==> config.mk <==
export PLATFORM = sky130hd
export DESIGN_NAME = ef_capture_sched
export DESIGN_NICKNAME = d
export VERILOG_FILES = /design/src/rtl/ef_capture_sched.sv
export SDC_FILE = /design/constraint.sdc
export NUM_CORES = 1
export LEC_CHECK = 0
export CORE_MARGIN = 2
export CORE_UTILIZATION = 40
export CTS_CLUSTER_DIAMETER = 120
export CTS_CLUSTER_SIZE = 14
export DETAILED_ROUTE_END_ITERATION = 8
export PLACE_DENSITY = 0.79
export SLEW_MARGIN = 40
export SYNTH_ARGS = -nofsm -noshare
export SYNTH_HDL_FRONTEND = slang
export SYNTH_SLANG_ARGS = --single-unit
==> constraint.sdc <==
create_clock -name clk -period 8.35 [get_ports clk]
set_input_delay 1.67 -clock clk [delete_from_list [all_inputs] [get_ports clk]]
set_output_delay 1.67 -clock clk [all_outputs]
set_load 0.005 [all_outputs]
==> src/rtl/ef_capture_sched.sv <==
// ef_capture_sched
//
// Capture-window scheduler for ef_capture_core. Runs one capture session:
// clears the BRAM address and frame counter through the core handshake, waits
// for a start time on the ATS reference counter, captures until a duration,
// frame budget, BRAM-full or abort condition, then stops the core and reports
// why.
//
// Ports:
//   clk                  clock, same domain as the capture core
//   rstn                 asynchronous active-low reset
//   reference_counter    ATS scheduler timer
//   i_ctrl               [0] arm (rising edge), [1] abort (rising edge),
//                        [2] immediate start (level, sampled in WAIT_START)
//   i_start_time         reference_counter value at which capture starts
//   i_duration           capture length in ticks, 0 = unlimited
//   i_max_frames         frame budget, 0 = unlimited
//   o_core_command       to core i_command, bits [2:0] only
//   i_core_status        from core o_status: [0] stopped, [1] ena_reset_done,
//                        [2] framecounter_reset_done, [3] stop_done
//   i_core_frame_counter from core o_frame_counter
//   o_sched_status       [3:0] state, [5:4] stop reason, [8] busy, [9] error
//   o_start_stamp        reference_counter latched on RUN entry
//   o_done               one-cycle pulse on entry to DONE or ERROR
//
// Build option: define EF_CAPTURE_SCHED_TIMEOUT_EN to bound every core
// handshake wait by HANDSHAKE_TIMEOUT cycles (expiry -> ERROR state).

module ef_capture_sched #(
  parameter int unsigned HANDSHAKE_TIMEOUT = 1024
) (
  input  logic        clk,
  input  logic        rstn,
  input  logic [31:0] reference_counter,
  input  logic [31:0] i_ctrl,
  input  logic [31:0] i_start_time,
  input  logic [31:0] i_duration,
  input  logic [31:0] i_max_frames,
  output logic [31:0] o_core_command,
  input  logic [31:0] i_core_status,
  input  logic [31:0] i_core_frame_counter,
  output logic [31:0] o_sched_status,
  output logic [31:0] o_start_stamp,
  output logic        o_done
);

  typedef enum logic [3:0] {
    S_IDLE      = 4'd0,
    S_CLR       = 4'd1,
    S_CLR_WAIT  = 4'd2,
    S_WAIT_START= 4'd3,
    S_RUN       = 4'd4,
    S_STOP      = 4'd5,
    S_STOP_WAIT = 4'd6,
    S_DONE      = 4'd7,
    S_ERROR     = 4'd8
  } state_t;

  localparam logic [1:0] RSN_DURATION = 2'd0;
  localparam logic [1:0] RSN_FRAMES   = 2'd1;
  localparam logic [1:0] RSN_FULL     = 2'd2;
  localparam logic [1:0] RSN_ABORT    = 2'd3;

  state_t      state_q, state_d;
  logic [1:0]  ctrl_prev_q;
  logic [1:0]  reason_q, reason_d;
  logic        err_q, err_d;
  logic        abort_lat_q, abort_lat_d;
  logic        seen_low_q, seen_low_d;
  logic [2:0]  cmd_q, cmd_d;
  logic [31:0] stamp_q, stamp_d;
  logic        done_q, done_d;
  logic        busy_q, busy_d;

  logic        arm_rise, abort_rise;
  logic        clr_ready, stop_ready, core_stopped;
  logic signed [31:0] start_diff;
  logic [31:0] elapsed;
  logic        tmo_hit;

  assign arm_rise     = i_ctrl[0] & ~ctrl_prev_q[0];
  assign abort_rise   = i_ctrl[1] & ~ctrl_prev_q[1];
  assign core_stopped = i_core_status[0];
  assign clr_ready    = i_core_status[1] & i_core_status[2];
  assign stop_ready   = i_core_status[3];

  // Signed difference makes the start compare wrap-safe within +/- 2^31 ticks.
  assign start_diff = $signed(reference_counter - i_start_time);
  // Unsigned modulo-2^32 elapsed time since RUN entry.
  assign elapsed    = reference_counter - stamp_q;

  logic unused_bits;
  assign unused_bits = ^{i_ctrl[31:3], i_core_status[31:4]};

`ifdef EF_CAPTURE_SCHED_TIMEOUT_EN
  logic [31:0] tmo_cnt_q;
  logic        hs_wait;

  assign hs_wait = (state_q == S_CLR) || (state_q == S_CLR_WAIT) ||
                   (state_q == S_STOP) || (state_q == S_STOP_WAIT);
  assign tmo_hit = hs_wait && (tmo_cnt_q == 32'(HANDSHAKE_TIMEOUT - 1));

  // Counts cycles spent in the current handshake state; restarts on entry.
  always_ff @(posedge clk or negedge rstn) begin
    if (!rstn) begin
      tmo_cnt_q <= '0;
    end else if (state_d != state_q) begin
      tmo_cnt_q <= '0;
    end else if (hs_wait) begin
      tmo_cnt_q <= tmo_cnt_q + 32'd1;
    end
  end
`else
  // Handshake waits are unbounded in this build; the parameter is inert.
  assign tmo_hit = 1'b0 && (HANDSHAKE_TIMEOUT != 0);
`endif

  always_comb begin
    state_d     = state_q;
    reason_d    = reason_q;
    err_d       = err_q;
    abort_lat_d = abort_lat_q;
    seen_low_d  = seen_low_q;
    cmd_d       = 3'b000;
    stamp_d     = stamp_q;
    done_d      = 1'b0;

    case (state_q)
      S_IDLE, S_DONE, S_ERROR: begin
        if (arm_rise) begin
          state_d     = S_CLR;
          reason_d    = RSN_DURATION;
          err_d       = 1'b0;
          abort_lat_d = 1'b0;
          seen_low_d  = 1'b0;
        end
      end
      S_CLR: begin
        if (abort_rise) abort_lat_d = 1'b1;
        if (clr_ready) begin
          cmd_d      = 3'b011;
          state_d    = S_CLR_WAIT;
          seen_low_d = 1'b0;
        end
      end
      S_CLR_WAIT: begin
        if (abort_rise) abort_lat_d = 1'b1;
        // The core acknowledges by dropping a done flag, then raising both.
        if (!clr_ready) begin
          seen_low_d = 1'b1;
        end else if (seen_low_q) begin
          if (abort_lat_q || abort_rise) begin
            state_d  = S_DONE;
            reason_d = RSN_ABORT;
            done_d   = 1'b1;
          end else begin
            state_d = S_WAIT_START;
          end
        end
      end
      S_WAIT_START: begin
        // Abort before capture starts leaves the core enabled: no stop issued.
        if (abort_rise) begin
          state_d  = S_DONE;
          reason_d = RSN_ABORT;
          done_d   = 1'b1;
        end else if (i_ctrl[2] || (start_diff >= 0)) begin
          state_d = S_RUN;
          stamp_d = reference_counter;
        end
      end
      S_RUN: begin
        if (core_stopped) begin
          state_d  = S_DONE;
          reason_d = RSN_FULL;
          done_d   = 1'b1;
        end else if (abort_rise) begin
          state_d  = S_STOP;
          reason_d = RSN_ABORT;
        end else if ((i_max_frames != 32'd0) && (i_core_frame_counter >= i_max_frames)) begin
          state_d  = S_STOP;
          reason_d = RSN_FRAMES;
        end else if ((i_duration != 32'd0) && (elapsed >= i_duration)) begin
          state_d  = S_STOP;
          reason_d = RSN_DURATION;
        end
      end
      S_STOP: begin
        if (stop_ready) begin
          cmd_d      = 3'b100;
          state_d    = S_STOP_WAIT;
          seen_low_d = 1'b0;
        end
      end
      S_STOP_WAIT: begin
        if (!stop_ready) begin
          seen_low_d = 1'b1;
        end else if (seen_low_q) begin
          state_d = S_DONE;
          done_d  = 1'b1;
        end
      end
      default: state_d = S_IDLE;
    endcase

    // A stalled handshake overrides the wait; a real transition wins the tie.
    if (tmo_hit && (state_d == state_q)) begin
      state_d = S_ERROR;
      err_d   = 1'b1;
      done_d  = 1'b1;
      cmd_d   = 3'b000;
    end

    busy_d = (state_d == S_CLR) || (state_d == S_CLR_WAIT) ||
             (state_d == S_WAIT_START) || (state_d == S_RUN) ||
             (state_d == S_STOP) || (state_d == S_STOP_WAIT);
  end

  always_ff @(posedge clk or negedge rstn) begin
    if (!rstn) begin
      state_q     <= S_IDLE;
      ctrl_prev_q <= 2'b00;
      reason_q    <= 2'b00;
      err_q       <= 1'b0;
      abort_lat_q <= 1'b0;
      seen_low_q  <= 1'b0;
      cmd_q       <= 3'b000;
      stamp_q     <= '0;
      done_q      <= 1'b0;
      busy_q      <= 1'b0;
    end else begin
      state_q     <= state_d;
      ctrl_prev_q <= i_ctrl[1:0];
      reason_q    <= reason_d;
      err_q       <= err_d;
      abort_lat_q <= abort_lat_d;
      seen_low_q  <= seen_low_d;
      cmd_q       <= cmd_d;
      stamp_q     <= stamp_d;
      done_q      <= done_d;
      busy_q      <= busy_d;
    end
  end

  assign o_core_command = {29'd0, cmd_q};
  assign o_sched_status = {22'd0, err_q, busy_q, 2'b00, reason_q, state_q};
  assign o_start_stamp  = stamp_q;
  assign o_done         = done_q;

endmodule

==> run metrics, run 1 <==
Worst EP required roughly 8.5 ns; clk buf depth 2; xor/xnor share of the synthesized area approximately 3.8%; WL/cell approximately 14 um; Worst Clk Skew ~0.0036 ns; Seq/Total Area, Yosys about 18%; drt drc 0; mapped cell area approximately 0.0064 sq mm; mux contribution to synthesized area 1.01%; CTS resizes 0; part of the power in registers 17.4%; Startpoint Class primary input; Setup Fix Bufs, Post-CTS 0; Clk pwr share between 10% and 20%; Post-Synth Adder-Cell Area 24.8%; drt first pass iters 4; crit path DAT about 6.7 ns; total CTS buffers 5; dpl hpwl about 16 mm; Iteration-0 DRC Markers around 350; Std-Cell Rows between 40 and 50; Avg Cell Area, Syn ~7.6 sq um; internal power roughly 1.3 mW; clk_lat worst skew 0.29 ns; Max FO, Critical Path 6; largest net degree at the start of global routing between 40 and 50; number of synthesized flops with an enable pin 0; Final Cycle Share a little under 80%; Tot GR Track Use between 20% and 30%; first-pass GRT wire length roughly 30 mm; P per Cell Area between 200 and 300 mW/mm^2; post-layout util between 50% and 60%; max_cap viols 0; CP Buf/Inv Count 1; ANT cells 0; CP top delay family compound AO/OA/AOI/OAI gates; top post-synthesis cells by area ha_1, dfrtp_1, inv_1; Area Growth Syn to Fin 35.9%; Synth Area in Simple Gates approximately 16%; library cells used by synthesis 60; PortBufs approximately 210; Final Setup Violations 0; Root Driver clkbuf_16; worst vdd ir about 0.00012 V; Hold Path Class reg -> reg; grt ovf 0; Slowest-stage cell, CP clkdlybuf4s50_1; hold buffers post-CTS 0; detailed-route via count about 6400; Die Wd 131 um; unrepaired setup endpoints after global routing no; Final min period approximately 6.5 ns; I/O pin total 323; commonest cells after routing, fill and taps aside clkdlybuf4s50_1, inv_1, ha_1; Die Height ~130 um; Sw Ratio 44.0%; Yosys top cell by area ha_1; fmax approximately 0.15 GHz; vias in the first global route around 6300; layout cells sized above 1 around 1.6%; initial antenna violation count 0; H-tree depth 2; total wire length 18.3 mm; nets 1400; Slew @ Worst Pin 0.768 ns; largest family of logic cells by synthesized area adder cells; status complete, no violations; dominant synthesized flop cell dfrtp_1; Yosys top cell area share between 20% and 30%; Core ar. 0.0158 sq mm; Slew headroom between 40% and 50%; GP Congestion between 0.9 and 1; asr flop ratio synth 100%; Psw roughly 1.0 mW; Logic pwr share between 70 and 80%; final-report hold violation count 0; # clock sinks 46; Post-DRT Antenna Nets 0; Clock Pin Slew Worst Setup and Hold Paths 0.07 ns; Pleak approximately 4.2 nW; synthesized instance count approximately 840; Yosys reg bits between 40 and 50; Worst path max stage delay between 0.4 and 0.5 ns; vias per cell 5.06; Yosys Warn Count 0; commonest non-fill, non-tap cell in the layout clkdlybuf4s50_1; critical path endpoint category flop; CTS tree built; setup TNS 0 ns; Slew Limit Fails 0; die area 0.0171 sq mm; Synth Area in Compound Gates 21.2%; CP cell instances clkdlybuf4s50_1 -> ha_1 -> a21oi_1 -> o21a_1 -> o21ai_0 -> a21boi_0 -> o31ai_2 -> a311o_2 -> a31o_1 -> a31oi_2 -> xnor2_1 -> ha_1 -> a21oi_1 -> o211ai_1 -> a2bb2oi_1 -> nor3_1 -> a211oi_1 -> a211oi_1 -> nor2b_1 -> mux2_1; crit path kind in -> reg; Initial Utilization 40.6%
kinds of logic (layout without fill, tap and decap cells):
logic type | after synthesis | after routing
AO/OA/AOI/OAI | 219 | 219
XOR/XNOR | 28 | 28
adder cells (fa/ha/maj) | 127 | 127
buffers and inverters | 200 | 353
flip-flops | 46 | 46
multiplexers | 6 | 6
other | 1 | 54
AND/OR/NAND/NOR | 214 | 214
cell type report:
class	instances	area [sq um]
fillers	1477	7090
multi-input cells	648	4530
repair buffers	213	2120
flip-flops and latches	46	1150
inverters	133	499
well taps	216	270
clock buffers	6	139
clock inverters	1	30.0
state kept, by name, indices dropped and copies added (netlist names):
register	count
state_q	4
o_done	1
o_start_stamp	32
abort_lat_q	1
ctrl_prev_q	2
reason_q	2
seen_low_q	1
busy_q	1
cmd_q	2
final timing paths:
check,depth (start not counted),start,slack [ns],end
worst max-delay path,20,reference_counter[12],1.87,reason_q[0]
worst min-delay path,1,reason_q[0],0.52,reason_q[0]
worst max register to register,20,o_start_stamp[12],3.34,reason_q[0]
worst min register to register,1,reason_q[0],0.52,reason_q[0]
max in group asynchronous,2,rstn,6.44,ctrl_prev_q[1]
min in group asynchronous,2,rstn,1.48,o_start_stamp[18]
power groups by stage:
stage / clock (mW) / sequential [mW] / combinational (mW)
finish: 0.241 / 0.399 / 1.65
CTS: 0.247 / 0.400 / 1.66
global placement: 0 / 0.398 / 1.62
floorplan: 0 / 0.386 / 1.13
detailed placement: 0 / 0.401 / 1.65
global route: 0.258 / 0.414 / 1.88
per-stage QoR:
stage | hold slack [ns] | instance area [sq um] | cells | worst slack [ns] | power (mW)
finish | 0.517 | 8740 | 1263 | 1.87 | 2.29
global route | 0.553 | 8740 | 1263 | 1.57 | 2.55
CTS | 0.526 | 8740 | 1263 | 1.81 | 2.30
detailed placement | 0.498 | 8570 | 1256 | 1.53 | 2.05
global placement | 0.489 | 8570 | 1256 | 1.57 | 2.02
floorplan | 0.489 | 6630 | 894 | 2.62 | 1.51
synth_stat cells, types with 2 or more instances:
master and count:
a2111oi_0 3, a211o_1 2, a211oi_1 14, a21boi_0 2
a21o_1 13, a21oi_1 64, a221oi_1 3, a31oi_1 6
a41oi_1 2, and3_1 5, and4_1 2, buf_4 56
clkbuf_1 10, dfrtp_1 46, ha_1 126, inv_1 132
mux2_1 4, mux2i_1 2, nand2_1 79, nand2b_1 11
nand3_1 19, nand3b_1 2, nand4_1 16, nor2_1 34
nor2b_1 11, nor3_1 6, nor3b_1 2, nor4_1 20
o211ai_1 10, o21a_1 11, o21ai_0 27, o21ai_1 37
o21bai_1 7, o22ai_1 3, or4_1 3, xnor2_1 20
xor2_1 8
routing by layer:
layer / track usage, % / up-vias / share of wire (%)
li1: - / 3259 / -
met1: 24.4 / 2845 / 41
met2: 40.6 / 252 / 49
met3: 4.07 / 34 / 7.3
met4: 8.14 / 0 / 3.1
met5: 0 / - / 0
(Power assumes the default switching activity.)
==> inputs of run 2 (changes only) <==
==> constraint.sdc (replaced) <==
create_clock -name clk -period 6.2 [get_ports clk]
set_input_delay 1.24 -clock clk [delete_from_list [all_inputs] [get_ports clk]]
set_output_delay 1.24 -clock clk [all_outputs]
set_load 0.005 [all_outputs]
==> run metrics, run 2 (same netlist as run 1, synthesis figures left out) <==
H-tree depth 2; worst reg2reg path depth 20; Worst Clk Skew 0.00665 ns; Die Height 131 um; Sequential Area between 0.001 and 0.0015 sq mm; initial antenna violation count 0; total wire length 18.4 mm; detailed-route via count about 6500; drt drc 0; WL/cell between 10 and 15 um; design area between 0.008 and 0.009 sq mm; total CTS buffers 5; Initial Utilization 40.6%; post-layout util between 50% and 60%; Tot GR Track Use between 20% and 30%; max_cap viols 0; Logic pwr share between 70 and 80%; max reg flops 32; Slew headroom 57.0%; Tot Pwr around 3.1 mW; part of the power in registers between 10% and 20%; grt ovf 0; Worst EP required 6.38 ns; first-pass GRT wire length between 20 and 30 mm; final-report hold violation count 0; Clock Pin Slew Worst Setup and Hold Paths about 0.07 ns; crit path DAT 6.02 ns; vias per cell 5.06; layout cells sized above 1 under 10%; internal power roughly 1.8 mW; Final Setup Violations 0; Final Cycle Share a little over nine tenths; Std-Cell Rows 46; unrepaired setup endpoints after global routing no; Core ar. ~0.016 sq mm; Final min period 5.84 ns; die area between 0.015 and 0.02 sq mm; multi-input logic area ~0.0045 sq mm; Sw Ratio 43.9%; largest net degree at the start of global routing 47; commonest non-fill, non-tap cell in the layout clkdlybuf4s50_1; vias in the first global route around 6200; fmax 0.171 GHz; P per Cell Area roughly 350 mW/mm^2; # clock sinks between 40 and 50; Iteration-0 DRC Markers between 200 and 300; Root Driver clkbuf_16; dpl hpwl ~16 mm; Area Growth Syn to Fin 37.5%; status complete, no violations; drt first pass iters 5; Pleak 4.23 nW; PortBufs ~210; commonest cells after routing, fill and taps aside clkdlybuf4s50_1, inv_1, ha_1; GP Congestion 0.960; Max FO, Critical Path 3; Slew Limit Fails 0; CTS tree built; I/O pin total roughly 320; Slew @ Worst Pin about 0.65 ns; clk buf depth 2; Clk pwr share about 10%; Hold Path Class reg -> reg; hold buffers post-CTS 0; ANT cells 0; Psw 1.38 mW; critical path endpoint category flop; worst vdd ir ~0.00014 V; placed cell areas 0.00866 sq mm; fillcell total 1490; Die Wd 131 um; Post-DRT Antenna Nets 0; nets around 1400; crit path kind in -> reg; Startpoint Class primary input; WHS Path Cells 1; clk_lat worst skew 0.30 ns
## run 2: cell count changes in the layout (fill, tap and decap cells not counted), sizes merged
cell	delta
clkbuf	+1
buf	+12
## run 2: critical path, stage by stage
cell	delay (ns)
clkdlybuf4s50_1	0.46
ha_1	0.33
a2111o_1	0.46
o2111ai_2	0.22
and4b_1	0.32
o31ai_2	0.11
a311o_2	0.41
a31o_1	0.25
a31oi_2	0.18
xnor2_1	0.15
ha_1	0.30
a21oi_1	0.16
o211ai_1	0.12
a2bb2oi_2	0.21
nor3_1	0.21
a211oi_1	0.10
a211oi_2	0.26
nor2b_2	0.21
mux2_1	0.33
## run 2: routing by layer
metal	part of all wire, %	routed length [um]	global-route usage (%)
met1	41	7550	24.6
met5	0	0	0
met3	6.6	1220	3.95
met2	49	9070	40.4
met4	3.1	563	7.26
## run 2: per-stage QoR
stage / hold slack, ns / instances / setup slack (ns) / setup TNS, ns
2_1_floorplan: 0.489 / 894 / 0.904 / 0
3_3_place_gp: 0.488 / 1268 / 0.0366 / 0
3_5_place_dp: 0.504 / 1268 / -0.0340 / -0.0618
4_1_cts: 0.531 / 1276 / 0.276 / 0
5_1_grt: 0.542 / 1276 / 0.0540 / 0
6_report: 0.528 / 1276 / 0.356 / 0
## run 2: worst paths after layout
check | from | to | slack (ns)
worst min-delay path | reason_q[0] | reason_q[0] | 0.53
min in group asynchronous | rstn | o_start_stamp[26] | 1.05
worst min register to register | reason_q[0] | reason_q[0] | 0.53
max in group asynchronous | rstn | busy_q | 4.71
worst max register to register | o_start_stamp[1] | reason_q[0] | 1.35
worst max-delay path | reference_counter[6] | reason_q[0] | 0.36
## run 2: final cells by class
class                   count  area share [%]
repair buffers            225            25.0
clock buffers               7            1.50
well taps                 216            3.06
inverters                 133            5.65
flip-flops and latches     46            13.0
clock inverters             1           0.340
multi-input cells         648            51.4
## run 2: timing repair
| action | 4_1_cts | 5_1_grt |
|---|---|---|
| endpoints found under the hold margin | 0 | 0 |
| endpoints found under the setup margin | 0 | 2 |
| buffers inserted | 0 | 0 |
| gates resized for setup | 0 | 3 |
## run 2: power groups by stage
stage          sequential [mW]  clock (mW)  combinational [mW]
5_1_grt                  0.558       0.331                2.58
2_1_floorplan            0.520           0                1.52
3_3_place_gp             0.539           0                2.21
4_1_cts                  0.539       0.322                2.28
6_report                 0.538       0.317                2.28
3_5_place_dp             0.542           0                2.27
